===== src/rtl/bot_reg_pkg.sv =====
// Shared definitions for the robot register synchroniser: FSM encodings,
// default widths and the {X, Y, Info} shadow-record layout.
package bot_reg_pkg;

  localparam int DEF_LOC_W  = 8;
  localparam int DEF_INFO_W = 8;
  localparam int DEF_CNT_W  = 8;

  localparam logic [1:0] S_IDLE = 2'd0;  // nothing pending
  localparam logic [1:0] S_WAIT = 2'd1;  // pending, waiting for blank
  localparam logic [1:0] S_HOLD = 2'd2;  // already committed this blank

  // Record layout at default widths; the top re-declares it with its own
  // parameter widths in the same field order.
  typedef struct packed {
    logic [DEF_LOC_W-1:0]  x;
    logic [DEF_LOC_W-1:0]  y;
    logic [DEF_INFO_W-1:0] info;
  } shadow_t;

endpackage


===== src/rtl/irq_handshake.sv =====
// Update-interrupt flag (set by update, cleared by acknowledge, set wins)
// plus the saturating overrun counter. The counter only exists when
// BOT_REG_OVERRUN_EN is defined; otherwise overrun_cnt is tied to zero.
module irq_handshake import bot_reg_pkg::*; #(
  parameter int CNT_W = DEF_CNT_W
) (
  input  logic             clk,
  input  logic             reset_n,
  input  logic             upd,
  input  logic             intack,
  output logic             upd_irq,
  output logic [CNT_W-1:0] overrun_cnt
);

  // Flag: an update outranks a simultaneous acknowledge.
  always_ff @(posedge clk or negedge reset_n) begin
    if (!reset_n)    upd_irq <= 1'b0;
    else if (upd)    upd_irq <= 1'b1;
    else if (intack) upd_irq <= 1'b0;
  end

`ifdef BOT_REG_OVERRUN_EN
  // Count updates that land while the CPU has not yet acknowledged the
  // previous one; stick at all-ones rather than wrap.
  always_ff @(posedge clk or negedge reset_n) begin
    if (!reset_n)
      overrun_cnt <= '0;
    else if (upd && upd_irq && (overrun_cnt != {CNT_W{1'b1}}))
      overrun_cnt <= overrun_cnt + 1'b1;
  end
`else
  assign overrun_cnt = '0;
`endif

endmodule


===== src/rtl/bot_reg_sync.sv =====
// Rojobot register synchroniser: captures location/info on each update
// pulse into a shadow record and commits it to the display registers at
// most once per vertical blank, so the icon never tears mid-frame.
// Optional overrun counter: define BOT_REG_OVERRUN_EN.
module bot_reg_sync import bot_reg_pkg::*; #(
  parameter int LOC_W  = DEF_LOC_W,
  parameter int INFO_W = DEF_INFO_W,
  parameter int CNT_W  = DEF_CNT_W
) (
  input  logic              clk,
  input  logic              reset_n,
  input  logic              upd_sysregs,
  input  logic [LOC_W-1:0]  LocX_in,
  input  logic [LOC_W-1:0]  LocY_in,
  input  logic [INFO_W-1:0] BotInfo_in,
  input  logic              vblank,
  input  logic              intack,
  output logic [LOC_W-1:0]  LocX_reg,
  output logic [LOC_W-1:0]  LocY_reg,
  output logic [INFO_W-1:0] BotInfo_reg,
  output logic              upd_irq,
  output logic              commit,
  output logic [CNT_W-1:0]  overrun_cnt
);

  typedef struct packed {
    logic [LOC_W-1:0]  x;
    logic [LOC_W-1:0]  y;
    logic [INFO_W-1:0] info;
  } rec_t;

  rec_t       in_rec, shadow, cap, disp;
  logic       pending;
  logic [1:0] state, state_nxt;
  logic       do_commit;

  assign in_rec = '{x: LocX_in, y: LocY_in, info: BotInfo_in};

  // Capture mux bypasses the shadow so a pulse on the commit cycle is used.
  // Commit fires once per blank: from IDLE with a coincident pulse, or
  // from WAIT as soon as blank is seen. HOLD blocks repeats until blank ends.
  always_comb begin
    cap       = upd_sysregs ? in_rec : shadow;
    do_commit = 1'b0;
    state_nxt = state;
    case (state)
      S_IDLE: if (upd_sysregs) begin
        if (vblank) begin
          do_commit = 1'b1;
          state_nxt = S_HOLD;
        end else begin
          state_nxt = S_WAIT;
        end
      end
      S_WAIT: if (vblank) begin
        do_commit = 1'b1;
        state_nxt = S_HOLD;
      end
      S_HOLD: if (!vblank)
        state_nxt = (pending || upd_sysregs) ? S_WAIT : S_IDLE;
      default: state_nxt = S_IDLE;
    endcase
  end

  // Shadow record and pending flag: latest update wins; a commit consumes
  // the pending data unless a fresh pulse arrives on the same edge.
  always_ff @(posedge clk or negedge reset_n) begin
    if (!reset_n) begin
      shadow  <= '0;
      pending <= 1'b0;
    end else begin
      if (upd_sysregs) shadow <= in_rec;
      if (do_commit)        pending <= upd_sysregs;
      else if (upd_sysregs) pending <= 1'b1;
    end
  end

  // FSM state, display registers and the one-cycle commit strobe.
  always_ff @(posedge clk or negedge reset_n) begin
    if (!reset_n) begin
      state  <= S_IDLE;
      disp   <= '0;
      commit <= 1'b0;
    end else begin
      state  <= state_nxt;
      commit <= do_commit;
      if (do_commit) disp <= cap;
    end
  end

  assign LocX_reg    = disp.x;
  assign LocY_reg    = disp.y;
  assign BotInfo_reg = disp.info;

  irq_handshake #(.CNT_W(CNT_W)) u_irq (
    .clk         (clk),
    .reset_n     (reset_n),
    .upd         (upd_sysregs),
    .intack      (intack),
    .upd_irq     (upd_irq),
    .overrun_cnt (overrun_cnt)
  );

endmodule

===== config.mk =====
export PLATFORM = sky130hd
export DESIGN_NAME = bot_reg_sync
export DESIGN_NICKNAME = d
export VERILOG_FILES = /design/src/rtl/bot_reg_pkg.sv /design/src/rtl/irq_handshake.sv /design/src/rtl/bot_reg_sync.sv
export SDC_FILE = /design/constraint.sdc
export NUM_CORES = 1
export LEC_CHECK = 0
export CAP_MARGIN = 25
export CORE_ASPECT_RATIO = 0.9
export CORE_UTILIZATION = 25
export DETAILED_ROUTE_END_ITERATION = 10
export SYNTH_ARGS = -nofsm -noshare
export SYNTH_HDL_FRONTEND = slang
export SYNTH_SLANG_ARGS = --single-unit
export TNS_END_PERCENT = 20

===== constraint.sdc =====
create_clock -name clk -period 3 [get_ports clk]
set_input_delay 0.6 -clock clk [delete_from_list [all_inputs] [get_ports clk]]
set_output_delay 0.6 -clock clk [all_outputs]
set_load 0.01 [all_outputs]

==> run_results.csv <==
group,metric,value,unit
placement,dpl.hpwl,2480,um
synth,synth_warnings,0,
sta,setup_viol,0,
layout,fillCellCount,766,
sta,fin_crit,1940,ps
synth,synth-edff-count,0,
sta,rsz0062_at_grt,"no",
layout,drive_above_1_share,0.337,
cts,cts_max_level,2,
layout,final_nets,215,
layout,synthToLayoutAreaGrowth,34.8,%
worst_setup_path,path_buf_inv,2,
outcome,status,"completed",
route,drc_errors,0,
power,vdd.ir_drop.worst,0.235,mV
grt,grt_antenna_before_repair,0,
route,viasPerCell,4.09,
sta,worst_pin_slew,599,ps
power,p_per_area,651,nW/um^2
placement,gp_congestion,0.639,
placement,dpl.cell_count,275,
grt,grt_overflow,0,
worst_setup_path,timing.critical_path.cells,"clkdlybuf4s50_1 -> buf_4 -> mux2_2 -> mux2_2",
placement,numPortBuffers,54,
cts,tritoncts,"built",
die,dieArea,8550,um^2
worst_setup_path,critPathTopFamily,"buffers and inverters",
worst_setup_path,critPathMaxFanout,27,
die,core_area,7730,um^2
synth,syn-mean-instance-area,16.1,um^2
synth,synthCells,127,
route,dr.pass1.iters,2,
synth,synth_ff_type,"dfrtp_1",
flow_run,maxCapViolCount,0,
layout,largest_register,"shadow",
worst_setup_path,critPathArrivalTime,2130,ps
synth,netlist_area,2050,um^2
route,wirelength,3640,um
synth,ys_ff_latch,53,
sta,hold_viol,0,
min_path,hold_class,"in -> async",
layout,layout_common_cells,"dfrtp_1 (53), clkdlybuf4s50_1 (53), mux2_2 (48)",
grt,grt_pass1_wl,6030,um
synth,synthArstFlopShare,1.00,
cts,cts_sinks,53,
worst_setup_path,critical_path.startpoint_type,"input pin",
die,fp.dieW,97.4,um
layout,seqCellArea,1330,um^2
sta,max-slew-margin-rel,0.601,
grt,grt_max_degree,28,
cts,postCtsResizedCells,0,
layout,largest_register_ffs,24,
cts,clk_pin_slew,100,ps
synth,synth.distinct_cells,15,
die,boundaryPins,63,
cts,cts_root_buf,"clkbuf_8",
sta,finalCritPeriodShare,0.646,
worst_setup_path,cp-end-kind,"register",
grt,first_global_vias,1222,
worst_setup_path,slowest_stage,"clkdlybuf4s50_1",
sta,fin_skew,8.63,ps
worst_setup_path,max_stage_delay,490,ps
power,leakagePower,0.00116,uW
layout,num_antenna_cells,0,
synth,ys_seq_area_frac,0.648,
route,drt_first_iter_violations,6,
worst_setup_path,worst_path_most_repeated_cell,"mux2_2",
route,num_vias,1157,
layout,fin_util,0.357,
layout,finalNonFillerCells,283,
cts,clockBufferDepth,2,
worst_setup_path,crit_required,3190,ps
cts,numCtsBuffers,5,
die,rows,30,
route,drtAntennaViolNets,0,
die,fp.dieH,87.8,um
sta,setup_tns,0,ps
cts,hold_buffers,0,
cts,clk_latency,300,ps
sta,fmax,516,MHz
die,initial_utilization,0.265,
sta,slew_viol_final,0,
layout,multiInputGateArea,639,um^2
worst_setup_path,worstSetupPathType,"in -> reg",
route,wl_per_cell,12.9,um
grt,grt_usage,0.0921,
cts,postCtsSetupBuffers,0,
synthesized netlist by cell type, types with 2 or more instances:
| library cell | n | share of area |
|---|---|---|
| nand2_1 | 3 | 0.0055 |
| mux2_2 | 48 | 0.26 |
| buf_2 | 2 | 0.0049 |
| buf_4 | 9 | 0.033 |
| inv_1 | 2 | 0.0037 |
| buf_6 | 2 | 0.011 |
| dfrtp_1 | 53 | 0.65 |
final cells by class:
type,count,area share
clock buffer,7,0.0349
inverter,2,0.00272
sequential,53,0.481
multi-input combinational,66,0.232
clock inverter,1,0.00181
tap,96,0.0435
timing repair buffer,58,0.205
worst reg2reg max path, delay by kind of cell (launching register included):
| kind | cells | cell delay (ps) |
|---|---|---|
| buf+inv | 1 | 280 |
| mux | 1 | 370 |
| simple gates | 1 | 220 |
| flops | 1 | 460 |
power by group:
part	switching (uW)	total (uW)	internal (uW)	leakage (uW)
Clock	227	437	209	0.0000542
Sequential	58.0	900	842	0.000622
Combinational	163	460	297	0.000485
Total	449	1800	1350	0.00116
layer usage:
layer  global-route usage  vias up  part of all wire
met1                0.122      582              0.48
met2                0.142       37              0.46
met5                    0        -                 0
li1                     -      533                 -
met4               0.0361        0             0.010
met3               0.0287        5             0.048
cells by family after synthesis:
group / Yosys count / share of synthesized area
other: 1 / 0.00183
AND/OR/NAND/NOR: 7 / 0.0220
multiplexers: 48 / 0.264
AO/OA/AOI/OAI: 3 / 0.0116
buffers and inverters: 15 / 0.0526
flip-flops: 53 / 0.648
path summary, 6_finish.rpt:
kind                                      startpoint                         end  slack [ps]  cells past startpoint
hold reg to reg            u_irq.upd_irq$_DFFE_PN0P_   u_irq.upd_irq$_DFFE_PN0P_         490                      1
hold / removal                               reset_n  BotInfo_reg[1]$_DFFE_PN0P_         290                      1
setup / recovery                         upd_sysregs     LocY_reg[0]$_DFFE_PN0P_        1060                      4
min in group clk           u_irq.upd_irq$_DFFE_PN0P_   u_irq.upd_irq$_DFFE_PN0P_         490                      1
setup reg to reg                state[1]$_DFFE_PN0P_     LocY_reg[1]$_DFFE_PN0P_        1560                      3
max in group asynchronous                    reset_n        shadow[15]$_DFF_PN0_        1930                      2
per-stage QoR:
| step | setup slack [ps] | hold WS, ps | area [um^2] | total power, uW |
|---|---|---|---|---|
| floorplan | 1220 | 304 | 2070 | 1120 |
| global placement | 747 | 462 | 2660 | 1380 |
| detailed placement | 731 | 473 | 2660 | 1380 |
| CTS | 1050 | 313 | 2760 | 1830 |
| global route | 1010 | 338 | 2760 | 1900 |
| finish | 1060 | 292 | 2760 | 1800 |
Note: power is estimated with default switching activity, not from simulation.
